<file path="src/rtl/multicycle_controller_pkg.sv">
// -----------------------------------------------------------------------------
// multicycle_controller_pkg
// Shared definitions for the multi-cycle RV32I-subset control unit: opcode
// constants, FSM state encoding, ALU control codes, datapath mux select codes
// and the immediate-type decode helper.
// -----------------------------------------------------------------------------
package multicycle_controller_pkg;

    localparam int STATE_WIDTH    = 4;
    localparam int ALU_CTRL_WIDTH = 3;

    // Supported major opcodes (instr[6:0])
    localparam logic [6:0] OP_LOAD   = 7'b0000011;
    localparam logic [6:0] OP_STORE  = 7'b0100011;
    localparam logic [6:0] OP_R      = 7'b0110011;
    localparam logic [6:0] OP_I      = 7'b0010011;
    localparam logic [6:0] OP_BRANCH = 7'b1100011;
    localparam logic [6:0] OP_JAL    = 7'b1101111;

    typedef enum logic [STATE_WIDTH-1:0] {
        S_FETCH    = 4'd0,
        S_DECODE   = 4'd1,
        S_MEMADR   = 4'd2,
        S_MEMREAD  = 4'd3,
        S_MEMWB    = 4'd4,
        S_MEMWRITE = 4'd5,
        S_EXECUTER = 4'd6,
        S_EXECUTEI = 4'd7,
        S_ALUWB    = 4'd8,
        S_BEQ      = 4'd9,
        S_JAL      = 4'd10,
        S_TRAP     = 4'd11
    } state_e;

    // ALU control codes driven to the datapath ALU
    localparam logic [ALU_CTRL_WIDTH-1:0] ALU_ADD = 3'b000;
    localparam logic [ALU_CTRL_WIDTH-1:0] ALU_SUB = 3'b001;
    localparam logic [ALU_CTRL_WIDTH-1:0] ALU_AND = 3'b010;
    localparam logic [ALU_CTRL_WIDTH-1:0] ALU_OR  = 3'b011;
    localparam logic [ALU_CTRL_WIDTH-1:0] ALU_SLT = 3'b101;

    // Operation class requested by the FSM; FUNCT defers to funct3/funct7
    typedef enum logic [1:0] {
        ALUOP_ADD   = 2'b00,
        ALUOP_SUB   = 2'b01,
        ALUOP_FUNCT = 2'b10
    } alu_op_e;

    // Datapath mux selects
    localparam logic [1:0] SRC_A_PC    = 2'b00;
    localparam logic [1:0] SRC_A_OLDPC = 2'b01;
    localparam logic [1:0] SRC_A_RS1   = 2'b10;

    localparam logic [1:0] SRC_B_RS2   = 2'b00;
    localparam logic [1:0] SRC_B_IMM   = 2'b01;
    localparam logic [1:0] SRC_B_FOUR  = 2'b10;

    localparam logic [1:0] RES_ALUOUT  = 2'b00;
    localparam logic [1:0] RES_DATA    = 2'b01;
    localparam logic [1:0] RES_ALU     = 2'b10;

    localparam logic [1:0] IMM_I = 2'b00;
    localparam logic [1:0] IMM_S = 2'b01;
    localparam logic [1:0] IMM_B = 2'b10;
    localparam logic [1:0] IMM_J = 2'b11;

    // Immediate format depends only on the opcode, so it is valid in every state.
    function automatic logic [1:0] imm_src_of(input logic [6:0] opcode);
        case (opcode)
            OP_STORE:  return IMM_S;
            OP_BRANCH: return IMM_B;
            OP_JAL:    return IMM_J;
            default:   return IMM_I;
        endcase
    endfunction

endpackage

</file>
<file path="src/rtl/multicycle_controller_if.sv">
// -----------------------------------------------------------------------------
// multicycle_controller_if
// Bundle between the control unit and the shared datapath.
//   Datapath -> controller : opcode, funct3, funct7_5, zero, mem_ready
//   Controller -> datapath : pc_write, adr_src, mem_write, ir_write,
//                            result_src, alu_src_a, alu_src_b, imm_src,
//                            alu_control, reg_write, instr_retired,
//                            illegal_instr
// Modports: master = controller, slave = datapath side.
// -----------------------------------------------------------------------------
interface multicycle_controller_if;
    import multicycle_controller_pkg::*;

    logic [6:0]                opcode;
    logic [2:0]                funct3;
    logic                      funct7_5;
    logic                      zero;
    logic                      mem_ready;

    logic                      pc_write;
    logic                      adr_src;
    logic                      mem_write;
    logic                      ir_write;
    logic [1:0]                result_src;
    logic [1:0]                alu_src_a;
    logic [1:0]                alu_src_b;
    logic [1:0]                imm_src;
    logic [ALU_CTRL_WIDTH-1:0] alu_control;
    logic                      reg_write;
    logic                      instr_retired;
    logic                      illegal_instr;

    modport master (
        input  opcode, funct3, funct7_5, zero, mem_ready,
        output pc_write, adr_src, mem_write, ir_write, result_src,
               alu_src_a, alu_src_b, imm_src, alu_control, reg_write,
               instr_retired, illegal_instr
    );

    modport slave (
        output opcode, funct3, funct7_5, zero, mem_ready,
        input  pc_write, adr_src, mem_write, ir_write, result_src,
               alu_src_a, alu_src_b, imm_src, alu_control, reg_write,
               instr_retired, illegal_instr
    );

endinterface

</file>
<file path="src/rtl/multicycle_controller_alu_decoder.sv">
// -----------------------------------------------------------------------------
// multicycle_controller_alu_decoder
// Combinational ALU decoder.
//   alu_op_i      in  operation class from the FSM
//   funct3_i      in  instr[14:12]
//   funct7_5_i    in  instr[30]
//   op5_i         in  opcode[5] (1 = R-type, 0 = I-type)
//   alu_control_o out ALU operation code
//   f3_legal_o    out funct3 is one this core implements for R/I ALU ops
// -----------------------------------------------------------------------------
module multicycle_controller_alu_decoder
    import multicycle_controller_pkg::*;
(
    input  alu_op_e                   alu_op_i,
    input  logic [2:0]                funct3_i,
    input  logic                      funct7_5_i,
    input  logic                      op5_i,
    output logic [ALU_CTRL_WIDTH-1:0] alu_control_o,
    output logic                      f3_legal_o
);

    // Legality depends on funct3 alone so DECODE can use it before the
    // FSM requests a funct-driven operation.
    always_comb begin
        f3_legal_o = 1'b0;
        case (funct3_i)
            3'b000, 3'b010, 3'b110, 3'b111: f3_legal_o = 1'b1;
            default:                        f3_legal_o = 1'b0;
        endcase
    end

    // NOTE: every output gets a default before the case so no path leaves
    // it unassigned, which would otherwise infer a latch.
    always_comb begin
        alu_control_o = ALU_ADD;
        case (alu_op_i)
            ALUOP_SUB: alu_control_o = ALU_SUB;
            ALUOP_FUNCT: begin
                case (funct3_i)
                    // instr[30] is part of the immediate for I-type, so it
                    // selects sub only for register-register ops.
                    3'b000:  alu_control_o = (op5_i && funct7_5_i) ? ALU_SUB : ALU_ADD;
                    3'b010:  alu_control_o = ALU_SLT;
                    3'b110:  alu_control_o = ALU_OR;
                    3'b111:  alu_control_o = ALU_AND;
                    default: alu_control_o = ALU_ADD;
                endcase
            end
            default: alu_control_o = ALU_ADD;
        endcase
    end

endmodule

</file>
<file path="src/rtl/multicycle_controller.sv">
// -----------------------------------------------------------------------------
// multicycle_controller
// Control FSM for a multi-cycle RV32I-subset core (lw, sw, R-type, I-type ALU,
// beq, jal) sharing one memory port between fetch and data access.
//   clk    in  clock, rising edge
//   rst_n  in  asynchronous active-low reset
//   bus    master modport of multicycle_controller_if (decode inputs in,
//          mux selects / strobes / alu_control / status out)
// Optional feature: define MEM_WAIT_EN to hold FETCH, MEMREAD and MEMWRITE
// until mem_ready is high; otherwise every memory state takes one cycle.
// -----------------------------------------------------------------------------
module multicycle_controller
    import multicycle_controller_pkg::*;
(
    input  logic                   clk,
    input  logic                   rst_n,
    multicycle_controller_if.master bus
);

    state_e  state_q, state_d;
    logic    illegal_q, illegal_d;
    alu_op_e alu_op;
    logic    f3_legal;
    logic    mem_done;

    logic    pc_write, mem_write, ir_write, reg_write, retired;

`ifdef MEM_WAIT_EN
    assign mem_done = bus.mem_ready;
`else
    logic    mem_ready_unused;
    assign mem_done         = 1'b1;
    assign mem_ready_unused = bus.mem_ready;
`endif

    multicycle_controller_alu_decoder u_alu_decoder (
        .alu_op_i      (alu_op),
        .funct3_i      (bus.funct3),
        .funct7_5_i    (bus.funct7_5),
        .op5_i         (bus.opcode[5]),
        .alu_control_o (bus.alu_control),
        .f3_legal_o    (f3_legal)
    );

    // NOTE: sequential state uses non-blocking assignments so every flop
    // samples pre-edge values regardless of process evaluation order.
    always_ff @(posedge clk or negedge rst_n) begin
        if (!rst_n) begin
            state_q   <= S_FETCH;
            illegal_q <= 1'b0;
        end else begin
            state_q   <= state_d;
            illegal_q <= illegal_d;
        end
    end

    // Sticky: set on entry to TRAP, only reset clears it.
    assign illegal_d = illegal_q | (state_d == S_TRAP);

    always_comb begin
        state_d        = state_q;
        pc_write       = 1'b0;
        mem_write      = 1'b0;
        ir_write       = 1'b0;
        reg_write      = 1'b0;
        retired        = 1'b0;
        bus.adr_src    = 1'b0;
        bus.result_src = RES_ALUOUT;
        bus.alu_src_a  = SRC_A_PC;
        bus.alu_src_b  = SRC_B_RS2;
        alu_op         = ALUOP_ADD;

        case (state_q)
            S_FETCH: begin
                // pc <= pc + 4 on the same edge that loads the IR
                bus.alu_src_b  = SRC_B_FOUR;
                bus.result_src = RES_ALU;
                ir_write       = mem_done;
                pc_write       = mem_done;
                if (mem_done) state_d = S_DECODE;
            end
            S_DECODE: begin
                // Precompute the branch/jump target into alu_out
                bus.alu_src_a = SRC_A_OLDPC;
                bus.alu_src_b = SRC_B_IMM;
                case (bus.opcode)
                    OP_LOAD, OP_STORE: state_d = (bus.funct3 == 3'b010) ? S_MEMADR : S_TRAP;
                    OP_R:              state_d = f3_legal ? S_EXECUTER : S_TRAP;
                    OP_I:              state_d = f3_legal ? S_EXECUTEI : S_TRAP;
                    OP_BRANCH:         state_d = (bus.funct3 == 3'b000) ? S_BEQ : S_TRAP;
                    OP_JAL:            state_d = S_JAL;
                    default:           state_d = S_TRAP;
                endcase
            end
            S_MEMADR: begin
                bus.alu_src_a = SRC_A_RS1;
                bus.alu_src_b = SRC_B_IMM;
                state_d       = (bus.opcode == OP_STORE) ? S_MEMWRITE : S_MEMREAD;
            end
            S_MEMREAD: begin
                bus.adr_src = 1'b1;
                if (mem_done) state_d = S_MEMWB;
            end
            S_MEMWB: begin
                bus.result_src = RES_DATA;
                reg_write      = 1'b1;
                retired        = 1'b1;
                state_d        = S_FETCH;
            end
            S_MEMWRITE: begin
                bus.adr_src = 1'b1;
                mem_write   = 1'b1;
                retired     = mem_done;
                if (mem_done) state_d = S_FETCH;
            end
            S_EXECUTER: begin
                bus.alu_src_a = SRC_A_RS1;
                alu_op        = ALUOP_FUNCT;
                state_d       = S_ALUWB;
            end
            S_EXECUTEI: begin
                bus.alu_src_a = SRC_A_RS1;
                bus.alu_src_b = SRC_B_IMM;
                alu_op        = ALUOP_FUNCT;
                state_d       = S_ALUWB;
            end
            S_ALUWB: begin
                reg_write = 1'b1;
                retired   = 1'b1;
                state_d   = S_FETCH;
            end
            S_BEQ: begin
                // Target sits in alu_out from DECODE; take it when rs1 == rs2
                bus.alu_src_a = SRC_A_RS1;
                alu_op        = ALUOP_SUB;
                pc_write      = bus.zero;
                retired       = 1'b1;
                state_d       = S_FETCH;
            end
            S_JAL: begin
                // pc <= target (alu_out) while old_pc + 4 lands in alu_out for rd
                bus.alu_src_a = SRC_A_OLDPC;
                bus.alu_src_b = SRC_B_FOUR;
                pc_write      = 1'b1;
                state_d       = S_ALUWB;
            end
            S_TRAP: state_d = S_TRAP;
            default: state_d = S_FETCH;
        endcase
    end

    // Strobes are masked by rst_n so nothing writes while reset is held,
    // even though the FETCH state itself would assert pc_write/ir_write.
    assign bus.pc_write      = rst_n & pc_write;
    assign bus.mem_write     = rst_n & mem_write;
    assign bus.ir_write      = rst_n & ir_write;
    assign bus.reg_write     = rst_n & reg_write;
    assign bus.instr_retired = rst_n & retired;
    assign bus.illegal_instr = illegal_q;
    assign bus.imm_src       = imm_src_of(bus.opcode);

endmodule

</file>
<file path="src/flat_wrapper.sv">
// flat-port wrapper written by rule: the top's interface ports become plain ports
module multicycle_controller_flat import multicycle_controller_pkg::*;
  (clk, rst_n, bus_opcode, bus_funct3, bus_funct7_5, bus_zero, bus_mem_ready, bus_pc_write, bus_adr_src, bus_mem_write, bus_ir_write, bus_result_src, bus_alu_src_a, bus_alu_src_b, bus_imm_src, bus_alu_control, bus_reg_write, bus_instr_retired, bus_illegal_instr);
  multicycle_controller_if bus_i ();
  input  logic clk;
  input  logic rst_n;
  input wire logic [$bits(bus_i.opcode)-1:0] bus_opcode;
  input wire logic [$bits(bus_i.funct3)-1:0] bus_funct3;
  input wire logic [$bits(bus_i.funct7_5)-1:0] bus_funct7_5;
  input wire logic [$bits(bus_i.zero)-1:0] bus_zero;
  input wire logic [$bits(bus_i.mem_ready)-1:0] bus_mem_ready;
  output wire logic [$bits(bus_i.pc_write)-1:0] bus_pc_write;
  output wire logic [$bits(bus_i.adr_src)-1:0] bus_adr_src;
  output wire logic [$bits(bus_i.mem_write)-1:0] bus_mem_write;
  output wire logic [$bits(bus_i.ir_write)-1:0] bus_ir_write;
  output wire logic [$bits(bus_i.result_src)-1:0] bus_result_src;
  output wire logic [$bits(bus_i.alu_src_a)-1:0] bus_alu_src_a;
  output wire logic [$bits(bus_i.alu_src_b)-1:0] bus_alu_src_b;
  output wire logic [$bits(bus_i.imm_src)-1:0] bus_imm_src;
  output wire logic [$bits(bus_i.alu_control)-1:0] bus_alu_control;
  output wire logic [$bits(bus_i.reg_write)-1:0] bus_reg_write;
  output wire logic [$bits(bus_i.instr_retired)-1:0] bus_instr_retired;
  output wire logic [$bits(bus_i.illegal_instr)-1:0] bus_illegal_instr;
  assign bus_i.opcode = bus_opcode;
  assign bus_i.funct3 = bus_funct3;
  assign bus_i.funct7_5 = bus_funct7_5;
  assign bus_i.zero = bus_zero;
  assign bus_i.mem_ready = bus_mem_ready;
  assign bus_pc_write = bus_i.pc_write;
  assign bus_adr_src = bus_i.adr_src;
  assign bus_mem_write = bus_i.mem_write;
  assign bus_ir_write = bus_i.ir_write;
  assign bus_result_src = bus_i.result_src;
  assign bus_alu_src_a = bus_i.alu_src_a;
  assign bus_alu_src_b = bus_i.alu_src_b;
  assign bus_imm_src = bus_i.imm_src;
  assign bus_alu_control = bus_i.alu_control;
  assign bus_reg_write = bus_i.reg_write;
  assign bus_instr_retired = bus_i.instr_retired;
  assign bus_illegal_instr = bus_i.illegal_instr;
  multicycle_controller u_core (.clk(clk), .rst_n(rst_n), .bus(bus_i));
endmodule
</file>
<file path="config.mk">
export PLATFORM = sky130hd
export DESIGN_NAME = multicycle_controller_flat
export DESIGN_NICKNAME = d
export VERILOG_FILES = /design/src/rtl/multicycle_controller_pkg.sv /design/src/rtl/multicycle_controller_if.sv /design/src/rtl/multicycle_controller_alu_decoder.sv /design/src/rtl/multicycle_controller.sv /design/src/flat_wrapper.sv
export SDC_FILE = /design/constraint.sdc
export NUM_CORES = 1
export LEC_CHECK = 0
export BUFFER_PORTS_ARGS = -buffer_cell sky130_fd_sc_hd__buf_2
export CORE_UTILIZATION = 45
export DETAILED_ROUTE_END_ITERATION = 10
export PLACE_DENSITY_LB_ADDON = 0.05
export SLEW_MARGIN = 15
export SYNTH_ARGS = -nofsm -noshare
export SYNTH_HDL_FRONTEND = slang
export SYNTH_SLANG_ARGS = --single-unit
</file>
<file path="constraint.sdc">
create_clock -name clk -period 3.05 [get_ports clk]
set_input_delay 0.1525 -clock clk [delete_from_list [all_inputs] [get_ports clk]]
set_output_delay 0.1525 -clock clk [all_outputs]
set_load 0.005 [all_outputs]
</file>
==> flow_summary.toml, run 1 <==
[outcome]
outcome = "completed"

[yosys]
syn-cell-area_sq_um = 642
synth_edf_count = 0
synth_ff_type = "dfrtp_1"
ys_top_cells_by_area = "dfrtp_1 19%, nor2_1 6.4%, nand2_1 5.8%"
yosysTopAreaCell = "dfrtp_1"
yosysWarnings = 0
syn_area_per_cell_sq_um = 6.90
yosysMostFrequentCell = "nor2_1"
ys_types = 37
synth_seq_cells = 5
synthArstFlopShare_pct = 100
syn_nets = 110
syn_inst = 93
ys_seq_area_share_pct = 19.5
yosysTopAreaCellShare_pct = 19.5
synthTopCellsByCount = "11 x nor2_1, 10 x nand2_1, 7 x a21oi_1"

[layout]
drive_gt1_share_pct = 29.8
area_growth_pct = 29.8
diodes = 0
layout.area.seq_sq_um = 125
multi_input_area_sq_um = 487
final_nets = 142
num-fill-cells = 135
final_cells = 139

[sta]
fin_skew_ns = 0.00307
slew_headroom_pct = 64.6
hold_viol = 0
grt_setup_unrepaired = "no"
maxSlewViolCount = 0
min_period_ns = 2.24
worst_pin_slew_ns = 0.531
max_freq_ghz = 0.446
finalCritPeriodShare_pct = 73.5
final-setup-viol-count = 0
fin_setup_tns_ns = 0

[hold_path]
worstHoldPathType = "in2reg"

[setup_path]
cp.required_ns = 2.90
cp_max_fo = 14
critPathArrivalTime_ns = 2.09
start_kind = "register"
critPathKind = "reg2out"
critPathCaptureType = "output pin"

[cts]
cts_buffer_depth = 2
cts.sinks = 5
clk_latency_ns = 0.23
cts_max_level = 1
tritoncts = "yes"
cts_resized = 0
cts_setup_buffers = 0
cts-buffers-inserted = 3
cts_root_buf = "clkbuf_4"
cts.clk_slew.worst_paths_ns = 0.04

[routing]
wl_met3_um = 31
drt-pass1-iter-count = 4
final_antenna_net_count = 0
via_per_inst = 5.35
drtIter0Drc = 9
wl_per_cell_um = 10.4
highest_layer = "met3"
num_vias = 743
wirelength_um = 1450
routed-wl-met2_um = 718
drc = 0
drt-met1-wl_um = 696

[floorplanning]
start_util_pct = 48.7
die_h_um = 39.8
die_w_um = 39.8
rows = 13
ios = 33
core_area_sq_mm = 0.00132
die_area_sq_mm = 0.00158

[grt]
gr-total-overflow = 0
antenna_found_initial = 0
grt_pass1_vias = 532
grt_use_total_pct = 20.8
grt_pass1_wl_um = 2160
grt_max_degree = 19

[power]
finalPower_uw = 646
p_leak_nw = 0.400
p_per_area_mw_per_mm2 = 775
ir_worst_vdd_mv = 0.637

[placed_design]
io_buffers = 31
dp.cells = 134
gp_congestion = 0.814

[job]
drv_cap = 0
## worst max-delay path: stages (launching register included)
cell,delay (ns)
dfrtp_1,0.56
nor2b_1,0.26
nand2_1,0.07
or2_1,0.26
ha_1,0.33
nor4_1,0.22
buf_2,0.16
## cell usage in the layout, fill, tap and decap left out, drive strengths merged, types with 2 or more instances in the layout
master,Yosys,final
buf,1,31
nor2,11,11
nand2,10,10
a21oi,7,7
nor2b,5,5
dfrtp,5,5
o21ai,5,5
nor3,4,4
clkbuf,4,4
and2,3,3
or2,3,3
and3,3,3
inv,3,3
nor4,2,2
or3,2,2
xor2,2,2
xnor2,2,2
nand2b,2,2
nor3b,2,2
ha,2,2
o311ai,2,2
## cell families after synthesis
kind of cell             share of synthesized area (%)
buffers and inverters                             4.68
flip-flops                                        19.5
XOR/XNOR                                          5.46
adder cells (fa/ha/maj)                           3.90
multiplexers                                      1.56
AO/OA/AOI/OAI                                     20.7
AND/OR/NAND/NOR                                   44.3
## layer usage
metal	vias up	track usage, %
li1	395	-
met1	335	27.1
met2	13	32.4
met3	0	3.41
met4	0	10.3
met5	-	0
## worst paths after layout
check | from | end | slack, ns | cells past startpoint
max in group asynchronous | rst_n | u_core.state_q[1] | 2.59 | 2
min | bus_opcode[4] | u_core.state_q[2] | 0.23 | 3
max reg2reg | u_core.state_q[3] | u_core.bus.illegal_instr | 1.58 | 3
min in group asynchronous | rst_n | u_core.bus.illegal_instr | 0.31 | 2
max | u_core.state_q[0] | bus_alu_control[2] | 0.81 | 6
min reg2reg | u_core.bus.illegal_instr | u_core.bus.illegal_instr | 0.46 | 1
## power by group
part / internal (mW) / switching [mW]
combinational: 0.204 / 0.184
clock: 0.0492 / 0.0235
sequential: 0.0912 / 0.0948
total: 0.344 / 0.302
## sequential cells by signal, indices dropped and copies added, names as in the netlist
| signal | cells |
|---|---|
| u_core.state_q | 4 |
| u_core.bus.illegal_instr | 1 |
## timing repair
action	4_1_cts	5_1_grt
endpoints found under the setup margin	0	0
hold buffers	1	0
endpoints found under the hold margin	5	0
## metrics by stage
| step | setup WS [ns] | util, % | cell area (sq um) | hold WS (ns) |
|---|---|---|---|---|
| finish | 0.807 | 63.2 | 833 | 0.228 |
| detailed placement | 1.06 | 60.5 | 797 | -0.00531 |
| CTS | 0.806 | 63.2 | 833 | 0.225 |
| global placement | 1.10 | 60.5 | 797 | -0.00671 |
| floorplan | 1.31 | - | 642 | -0.143 |
| global route | 0.741 | 63.2 | 833 | 0.263 |
## final cells by class
type,instances,share of cell area (%)
Multi-Input combinational cell,80,58.4
Timing Repair Buffer,32,19.8
Sequential cell,5,15.0
Clock buffer,4,3.15
Tap cell,15,2.25
Inverter,3,1.35
(Power assumes the default switching activity.)
==> run 2: changes to the inputs <==
Settings changed: CORE_UTILIZATION 45 to 44.
Clock period 3.05 ns to 2.3 ns, I/O delays scaled along.
==> flow_summary.toml, run 2 (synthesis gave the netlist of run 1 again) <==
[outcome]
outcome = "completed"

[sta]
final-setup-viol-count = 0
worst_slack_ns = 0.212
fin_setup_tns_ns = 0
worst_pin_slew_ns = 0.463
grt_setup_unrepaired = "no"
fin_skew_ns = 0.000468
hold_viol = 0
maxSlewViolCount = 0
slew_headroom_pct = 69.1
finalCritPeriodShare_pct = 90.8
max_freq_ghz = 0.479
min_period_ns = 2.09

[power]
p_per_area_mw_per_mm2 = 1060
power_frac_seq_pct = 20.2
share_comb_of_total_power_pct = 69.2
p_sw_share_pct = 46.4
pwr-share-clk_pct = 10.5
ir_worst_vdd_mv = 0.764
intPower_uw = 488
p_sw_uw = 422
p_leak_nw = 0.415

[layout]
num-fill-cells = 130
layout.area.seq_sq_um = 125
drive_gt1_share_pct = 31.5
largest_register_ffs = 4
multi_input_area_sq_um = 487
final_nets = 145
post-route-util_pct = 64.2
largest-register = "u_core.state_q"
final_cells = 142
final_cell_mix = "31 x buf_2, 11 x nor2_1, 10 x nand2_1, 7 x a21oi_1"
final_common_cell = "buf_2"
area_growth_pct = 33.3
diodes = 0
design_area_sq_um = 856

[floorplanning]
rows = 13
ios = 33
core_area_sq_mm = 0.00133
die_h_um = 40.2
die_w_um = 40.2
die_area_sq_mm = 0.00162
start_util_pct = 48.1

[cts]
cts.sinks = 5
cts_buffer_depth = 2
cts_max_level = 1
cts_resized = 0
cts-buffers-inserted = 3
cts_root_buf = "clkbuf_4"
tritoncts = "yes"
cts_setup_buffers = 0
cts_hold_buf = 1
cts.clk_slew.worst_paths_ns = 0.04
clk_latency_ns = 0.23

[routing]
drc = 0
wl_per_cell_um = 11.0
drtIter0Drc = 12
final_antenna_net_count = 0
drt-pass1-iter-count = 4
wirelength_um = 1560
via_per_inst = 5.45
num_vias = 774

[setup_path]
worstRegToRegCells = 5
critPathArrivalTime_ns = 1.97
critPathKind = "reg2out"
cp_max_fo = 8
critPathCaptureType = "output pin"
cp.required_ns = 2.18
start_kind = "register"

[placed_design]
dp_hpwl_um = 1260
pre_cts_slack_ns = 0.445
placed_area_sq_um = 820
dp.cells = 137
gp_congestion = 0.861
io_buffers = 31

[grt]
grt_pass1_wl_um = 2050
antenna_found_initial = 0
grt_use_total_pct = 18.4
grt_pass1_vias = 540
gr-total-overflow = 0
grt_max_degree = 16

[job]
drv_cap = 0

[hold_path]
worstHoldPathType = "in2reg"
holdPathStages = 3
run 2: cell count changes in the layout (fill, tap and decap cells not counted):
cell	change
buf_4	+3
run 2: final timing paths:
check | start | to | slack [ns]
worst max-delay path | u_core.state_q[2] | bus_alu_control[2] | 0.21
worst min-delay path | bus_opcode[4] | u_core.state_q[2] | 0.19
worst max register to register | u_core.state_q[3] | u_core.bus.illegal_instr | 0.84
worst min register to register | u_core.bus.illegal_instr | u_core.bus.illegal_instr | 0.47
max in group asynchronous | rst_n | u_core.state_q[0] | 1.89
min in group asynchronous | rst_n | u_core.state_q[1] | 0.25
run 2: metal layers:
metal | GRT usage (%) | vias to the layer above | routed length [um]
li1 | - | 397 | -
met1 | 21.5 | 346 | 673
met2 | 35.1 | 31 | 789
met3 | 1.67 | 0 | 93
met4 | 5.00 | 0 | 0
met5 | 0 | - | 0
run 2: layout make-up:
type	count	area share (%)
clock buffer	4	3.07
inverter	3	1.32
multi-input combinational	80	56.9
sequential	5	14.6
tap	15	2.19
timing repair buffer	35	21.9
run 2: critical path: stages (launching register included):
cell     delay [ns]
dfrtp_1        0.47
nor2b_1        0.22
nand2_1        0.07
or2_1          0.27
ha_1           0.33
nor4_1         0.23
buf_2          0.16
run 2: per-stage QoR:
| stage | power (mW) | hold slack (ns) |
|---|---|---|
| floorplan | 0.603 | -0.181 |
| global placement | 0.793 | -0.0423 |
| detailed placement | 0.816 | -0.0400 |
| CTS | 0.919 | 0.189 |
| global route | 1.01 | 0.190 |
| finish | 0.910 | 0.189 |
run 2: power by group through the flow:
stage | Sequential (mW) | Combinational (mW) | Clock (mW)
after detailed placement | 0.184 | 0.632 | 0
after global routing | 0.188 | 0.714 | 0.108
after global placement | 0.183 | 0.610 | 0
after floorplan | 0.145 | 0.458 | 0
after CTS | 0.182 | 0.636 | 0.100
final | 0.184 | 0.630 | 0.0959
